<file path="src/rtl/upcnt_timer_if.sv">
// upcnt_timer control/status bundle.
// Timer side is the slave; the controlling logic is the master.
interface upcnt_timer_if #(
  parameter int WIDTH     = 16,
  parameter int PRE_WIDTH = 8
);
  logic                 ci;
  logic                 ld;
  logic [WIDTH-1:0]     d;
  logic                 pre_wr;
  logic [PRE_WIDTH-1:0] pre_d;
  logic                 cmp_wr;
  logic [WIDTH-1:0]     cmp_d;
  logic                 mode;
  logic                 start;
  logic                 stop;
  logic [WIDTH-1:0]     q;
  logic                 co;
  logic                 match;
  logic                 running;

  modport master (
    output ci, ld, d, pre_wr, pre_d,
    output cmp_wr, cmp_d, mode, start, stop,
    input  q, co, match, running
  );

  modport slave (
    input  ci, ld, d, pre_wr, pre_d,
    input  cmp_wr, cmp_d, mode, start, stop,
    output q, co, match, running
  );
endinterface

</file>
<file path="src/rtl/upcnt_timer.sv">
// Prescaled up-counting interval timer with compare match,
// free-run / one-shot modes and cascade carry.
module upcnt_timer #(
  parameter int WIDTH     = 16,
  parameter int PRE_WIDTH = 8
) (
  input logic          clk,
  input logic          resl,
  upcnt_timer_if.slave bus
);
  typedef enum logic {IDLE = 1'b0, RUN = 1'b1} state_t;

  state_t               state;
  state_t               state_nx;
  logic [WIDTH-1:0]     q;
  logic [WIDTH-1:0]     q_nx;
  logic [WIDTH-1:0]     cmp_reg;
  logic [PRE_WIDTH-1:0] pre_cnt;
  logic [PRE_WIDTH-1:0] pre_nx;
  logic [PRE_WIDTH-1:0] pre_reg;
  logic                 match;
  logic                 running;
  logic                 tick;
  logic                 adv;
  logic                 hit;

  assign running = (state == RUN);
  assign tick    = running & bus.ci & (pre_cnt == pre_reg);
  // load and a re-start both freeze q for this edge
  assign adv     = tick & ~bus.ld & ~bus.start;
  assign hit     = adv & (q == cmp_reg);

  assign bus.q       = q;
  assign bus.match   = match;
  assign bus.running = running;
  assign bus.co      = bus.ci & running & tick & (&q);

  always_comb begin
    state_nx = state;
    q_nx     = q;
    pre_nx   = pre_cnt;
    if (bus.stop)
      state_nx = IDLE;
    else if (bus.start)
      state_nx = RUN;
    else if (hit & bus.mode)
      state_nx = IDLE;
    if (bus.ld)
      q_nx = bus.d;
    else if (adv)
      q_nx = hit ? '0 : q + 1'b1;
    if (bus.ld | bus.start)
      pre_nx = '0;
    else if (running & bus.ci)
      pre_nx = tick ? '0 : pre_cnt + 1'b1;
  end

  always_ff @(posedge clk or negedge resl) begin
    if (!resl) begin
      state   <= IDLE;
      q       <= '0;
      pre_cnt <= '0;
      pre_reg <= '0;
      cmp_reg <= '1;
      match   <= 1'b0;
    end else begin
      state   <= state_nx;
      q       <= q_nx;
      pre_cnt <= pre_nx;
      match   <= hit;
      if (bus.pre_wr)
        pre_reg <= bus.pre_d;
      if (bus.cmp_wr)
        cmp_reg <= bus.cmp_d;
    end
  end
endmodule

</file>
<file path="src/flat_wrapper.sv">
// flat-port wrapper written by rule: the top's interface ports become plain ports
module upcnt_timer_flat 
#(
  parameter int WIDTH     = 16,
  parameter int PRE_WIDTH = 8
)
  (clk, resl, bus_ci, bus_ld, bus_d, bus_pre_wr, bus_pre_d, bus_cmp_wr, bus_cmp_d, bus_mode, bus_start, bus_stop, bus_q, bus_co, bus_match, bus_running);
  upcnt_timer_if #(.WIDTH(WIDTH), .PRE_WIDTH(PRE_WIDTH)) bus_i ();
  input logic clk;
  input logic resl;
  input wire logic [$bits(bus_i.ci)-1:0] bus_ci;
  input wire logic [$bits(bus_i.ld)-1:0] bus_ld;
  input wire logic [$bits(bus_i.d)-1:0] bus_d;
  input wire logic [$bits(bus_i.pre_wr)-1:0] bus_pre_wr;
  input wire logic [$bits(bus_i.pre_d)-1:0] bus_pre_d;
  input wire logic [$bits(bus_i.cmp_wr)-1:0] bus_cmp_wr;
  input wire logic [$bits(bus_i.cmp_d)-1:0] bus_cmp_d;
  input wire logic [$bits(bus_i.mode)-1:0] bus_mode;
  input wire logic [$bits(bus_i.start)-1:0] bus_start;
  input wire logic [$bits(bus_i.stop)-1:0] bus_stop;
  output wire logic [$bits(bus_i.q)-1:0] bus_q;
  output wire logic [$bits(bus_i.co)-1:0] bus_co;
  output wire logic [$bits(bus_i.match)-1:0] bus_match;
  output wire logic [$bits(bus_i.running)-1:0] bus_running;
  assign bus_i.ci = bus_ci;
  assign bus_i.ld = bus_ld;
  assign bus_i.d = bus_d;
  assign bus_i.pre_wr = bus_pre_wr;
  assign bus_i.pre_d = bus_pre_d;
  assign bus_i.cmp_wr = bus_cmp_wr;
  assign bus_i.cmp_d = bus_cmp_d;
  assign bus_i.mode = bus_mode;
  assign bus_i.start = bus_start;
  assign bus_i.stop = bus_stop;
  assign bus_q = bus_i.q;
  assign bus_co = bus_i.co;
  assign bus_match = bus_i.match;
  assign bus_running = bus_i.running;
  upcnt_timer #(.WIDTH(WIDTH), .PRE_WIDTH(PRE_WIDTH)) u_core (.clk(clk), .resl(resl), .bus(bus_i));
endmodule
</file>
<file path="config.mk">
export PLATFORM = sky130hd
export DESIGN_NAME = upcnt_timer_flat
export DESIGN_NICKNAME = d
export VERILOG_FILES = /design/src/rtl/upcnt_timer_if.sv /design/src/rtl/upcnt_timer.sv /design/src/flat_wrapper.sv
export SDC_FILE = /design/constraint.sdc
export NUM_CORES = 1
export LEC_CHECK = 0
export BUFFER_PORTS_ARGS = -buffer_cell sky130_fd_sc_hd__clkbuf_2
export CAP_MARGIN = 20
export CORE_MARGIN = 2
export CORE_UTILIZATION = 57
export CTS_BUF_LIST = sky130_fd_sc_hd__clkbuf_8
export CTS_CLUSTER_SIZE = 28
export DETAILED_ROUTE_END_ITERATION = 8
export PLACE_DENSITY = 0.94
export SLEW_MARGIN = 5
export SYNTH_ARGS = -nofsm -noshare
export SYNTH_HDL_FRONTEND = slang
export SYNTH_SLANG_ARGS = --single-unit
</file>
<file path="constraint.sdc">
create_clock -name clk -period 5.85 [get_ports clk]
set_clock_uncertainty 0.05 [all_clocks]
set_input_delay 0.585 -clock clk [delete_from_list [all_inputs] [get_ports clk]]
set_output_delay 0.585 -clock clk [all_outputs]
set_load 0.1 [all_outputs]
</file>
# ---- Yosys cells after proc, flatten, opt, wreduce, memory -nomap -nowiden
# Index checks and enable logic that the tools add are counted.
dict set report word_totals {
  register_bits 50
  in_bits 49
  output_inout_bits 19
}
dict set report classes {
  addsub 2
  eq_ne 2
  muxes 9
  bitwise_logic 11
  n_reduce_logical 4
}
# cell n
set op_table {}
lappend op_table {{two-way mux 16 bit} 3}
lappend op_table {{two-way mux 8 bit} 3}
lappend op_table {{adder 16 x 1 -> 16 bit (second input constant)} 1}
lappend op_table {{== test 16 bit} 1}
lappend op_table {{AND reduction 16 bit} 1}
lappend op_table {{adder 8 x 1 -> 8 bit (second input constant)} 1}
lappend op_table {{AND 1 bit} 8}
lappend op_table {{== test 8 bit} 1}
lappend op_table {{nonzero test 2 bit} 2}
lappend op_table {{two-way mux 1 bit} 3}
lappend op_table {{nonzero test 3 bit} 1}
lappend op_table {{inverter 1 bit} 2}
lappend op_table {{bitwise OR 1 bit} 1}

# ---- Depth between registers and ports, before layout
dict set report logic_depth {
  ltp_word 9
  depth_mapped 7
}

# ---- Least setup slack after synthesis
# OpenSTA, ideal clock, no wires.
dict set report synth_timing {
  path_type {flip-flop to output port}
  startpoint {register u_core.state (netlist: u_core.bus.running)}
  endpoint {output bus_co}
  t_arrival_ns 3.895
  required_ns 5.215
  setup_slack_ns 1.320
  path_stages_with_launch 5
  cell_sequence {dfrtp_1 -> nand2_1 -> or4_1 -> clkbuf_1 -> nor3_1}
}
dict set report synth_via {
  elab_chain_len 4
}
# item line_no
set synth_lines {}
lappend synth_lines {{start: declaration} upcnt_timer.sv:13} ;# state_t state;
lappend synth_lines {{start signal: assignment} upcnt_timer.sv:67} ;# state <= state_nx;
lappend synth_lines {{AND 1 bit *} {upcnt_timer.sv:28, upcnt_timer.sv:36}}
lappend synth_lines {{AND 1 bit} upcnt_timer.sv:28} ;# assign tick = running & bus.ci & (pre_cnt == pre_reg);
lappend synth_lines {{AND 1 bit * (2 in a row)} upcnt_timer.sv:36} ;# assign bus.co = bus.ci & running & tick & (&q);
lappend synth_lines {{end: declaration} flat_wrapper.sv:22} ;# output wire logic [$bits(bus_i.co)-1:0] bus_co;
# Every way passes the cells marked *; elsewhere a longest branch is shown, timed or not.

# ---- Worst setup path after layout
dict set report layout_timing {
  startpoint {register u_core.pre_cnt[7]}
  endpoint {output bus_co}
}
dict set report layout_via {
  elab_chain_len 4
}
# item line_no
set layout_lines {}
lappend layout_lines {{start: declaration} upcnt_timer.sv:18} ;# logic [PRE_WIDTH-1:0] pre_cnt;
lappend layout_lines {{start signal: assignment} upcnt_timer.sv:69} ;# pre_cnt <= pre_nx;
lappend layout_lines {{== test 8 bit} upcnt_timer.sv:28}
lappend layout_lines {{AND 1 bit} upcnt_timer.sv:28}
lappend layout_lines {{AND 1 bit (2 in a row)} upcnt_timer.sv:36}
# No other way between the ends.

==> flow_summary.yaml <==
outcome:
  status: "completed"
finish:
  stdcell_area_um2: 3230
  drive_gt1_share_pct: 36.9
  fill_cells: 353
  num_antenna_cells: 0
  fin_nets: 381
  syn_to_final_growth_pct: 15.8
pwr:
  power_mw: 0.817
  peakVddDrop_mv: 0.135
  leakagePower_nw: 1.39
  p_per_area_nw_per_um2: 253
global_route:
  grt_pass1_vias: 2188
  antenna_found_initial: 0
  grt_max_degree: 51
  grt_util_all_layers_pct: 24.7
  grt_overflow: 0
  grt_pass1_wl_um: 10200
placement:
  place_area_um2: 3140
  dp_slack_ns: 2.94
  dpl.hpwl_um: 4600
  port_buffers: 67
  gp_congestion: 0.952
drt:
  avgViaCountPerCell: 6.01
  drtIter0Drc: 369
  routed_wl_um: 6490
  firstDrtPassIters: 5
  via_count: 2390
  drc: 0
  wl_per_cell_um: 16.3
  ant_nets: 0
run:
  maxCapViolations: 0
timing:
  finalCritPeriodShare_pct: 55.8
  setup_slack_ns: 2.58
  rsz0062_at_grt: "false"
  fmaxAchievable_mhz: 306
  fin_crit_ns: 3.27
  hold_viol: 0
  setup_viol: 0
  relSlewSlack_pct: 52.4
  fin_setup_tns_ns: 0
  maxSlewViolCount: 0
  worstMarginPinSlew_ns: 0.712
die:
  dieArea_um2: 5470
  core_um2: 4720
  initial_utilization_pct: 59.0
  rows: 25
  dieHeight_um: 73.9
  die_width_um: 73.9
  ios: 68
clock_tree:
  clk_pin_slew_ns: 0.09
  cts_resized: 0
  cts-hold-fix-buffers: 0
  cts_buffers: 5
  post_cts_buffers: 0
  cts_tree: "yes"
  htreeDepth: 2
  worstSkewPairLatency_ns: 0.31
  clk_path_buf_depth: 2
  cts_sinks: 50
  cts_root_buf: "clkbuf_8"
critical_path:
  r2r-start: "u_core.bus.q[0]"
  cp-endpoint: "bus_co"
  cp_data_required_time_ns: 5.22
  reg2reg_slack_ns: 3.18
  crit_type: "flip-flop to output pin"
  end_kind: "output pin"
  critPathMaxStageDelay_ns: 0.68
  path_buf_inv: 1
  reg2reg_to: "u_core.bus.q[7]"
  path_depth: 5
  slowest_stage: "or4_1"
  critPathLaunch: "u_core.pre_cnt[7]"
  start_kind: "flip-flop"
  critPathMaxFanout: 6
  cp_data_arrival_time_ns: 2.63
  path_cells: "xnor2_1, nand4_1, or4_1, nor3_1, clkbuf_2"
  cpLargestDelayFamily: "simple AND/OR/NAND/NOR gates"
  r2r_cells: 5
synth:
  synth_edf_count: 0
  async_flop_share_pct: 100
  synth_seq_cells: 50
  syn-num-nets: 321
  yosys_warnings: 0
  yosysUniqueCellTypes: 45
  ys.flop_type: "dfrtp_1"
  synth_seq_area_share_pct: 45.6
  syn_inst: 270
  netlist_area_um2: 2790
  syn_avg_cell_area_um2: 10.3
min_path:
  hold_class: "input port to async pin"
## synthesized netlist by cell type (all sizes together), types with 4 or more instances
cell type | number | share of area [%]
nor2 | 15 | 2.0
inv | 5 | 0.67
a32oi | 6 | 1.9
clkbuf | 8 | 1.1
mux2 | 24 | 9.7
nand3 | 17 | 3.1
nand2b | 8 | 1.8
a31oi | 4 | 0.90
buf | 7 | 1.7
dfrtp | 34 | 31
and4 | 6 | 1.9
nand2 | 19 | 2.6
a21oi | 13 | 2.3
xnor2 | 8 | 2.5
o21ai | 7 | 1.3
dfstp | 16 | 15
a22oi | 4 | 1.1
nand4 | 7 | 1.8
nor4 | 6 | 1.3
xor2 | 21 | 6.6
nor3 | 7 | 1.7
## report_power, final
part           switching [mW]  internal, mW
Sequential             0.0343         0.381
Clock                   0.114        0.0939
Combinational           0.133        0.0601
## cell usage in the layout, fill, tap and decap left out, types with 2 or more instances in the layout
cell type | synthesis | final
and3_1 | 2 | 2
nand3_1 | 17 | 17
o2111ai_1 | 2 | 2
nand2_1 | 18 | 18
a22oi_1 | 4 | 4
or3_1 | 2 | 2
a21oi_1 | 13 | 13
nor4_1 | 6 | 6
clkbuf_8 | 0 | 6
nor2_1 | 15 | 15
o221ai_1 | 2 | 2
and4_1 | 6 | 6
xor2_1 | 21 | 21
nor2b_1 | 2 | 2
dfstp_2 | 16 | 16
dfrtp_1 | 34 | 34
inv_1 | 5 | 6
mux2_2 | 24 | 24
xnor2_1 | 8 | 8
a31oi_1 | 4 | 4
clkbuf_2 | 0 | 67
ha_1 | 2 | 2
nand4_1 | 6 | 6
nand2b_1 | 8 | 8
o21ai_0 | 7 | 7
and2_1 | 3 | 3
a32oi_1 | 6 | 6
nor3_1 | 6 | 6
## final cells by class
| class | instances | area (um^2) | area share [%] |
|---|---|---|---|
| well taps | 67 | 83.8 | 2.60 |
| clock buffers | 6 | 82.6 | 2.56 |
| flip-flops and latches | 50 | 1270 | 39.4 |
| repair buffers | 68 | 343 | 10.6 |
| clock inverters | 2 | 8.76 | 0.271 |
| inverters | 5 | 18.8 | 0.581 |
| multi-input cells | 200 | 1420 | 44.0 |
## cell families (layout without fill, tap and decap cells)
| kind of cell | after synthesis | count (layout) | share of synthesized area, % |
|---|---|---|---|
| flops | 50 | 50 | 45.6 |
| xor+xnor | 29 | 29 | 9.11 |
| simple gates | 99 | 99 | 19.7 |
| buf+inv | 20 | 81 | 3.46 |
| compound gates | 45 | 45 | 11.2 |
| mux | 25 | 25 | 10.1 |
| fa+ha+maj | 2 | 2 | 0.898 |
## worst min path at each step
| stage | startpoint | to | slack, ns |
|---|---|---|---|
| finish | resl | u_core.pre_reg[2] | 0.31 |
| global route | resl | u_core.pre_cnt[7] | 0.37 |
| CTS | resl | u_core.pre_cnt[7] | 0.34 |
| detailed placement | u_core.pre_reg[6] | u_core.pre_reg[6] | 0.47 |
| global placement | u_core.pre_reg[7] | u_core.pre_reg[7] | 0.46 |
| floorplan | resl | u_core.bus.match | 0.24 |
## metrics by stage
stage	hold WS, ns	utilization [%]	std cells
floorplan	0.239	-	270
global placement	0.463	66.4	390
detailed placement	0.470	66.4	390
CTS	0.338	68.3	398
global route	0.366	68.3	398
finish	0.307	68.3	398
## layer usage
layer	track usage, %	vias to the layer above	wire length, um
li1	-	1105	-
met1	34.0	1147	2720
met2	38.4	125	3140
met3	5.28	13	518
met4	10.1	0	121
met5	0	-	0
Note: power is estimated with default switching activity, not from simulation.
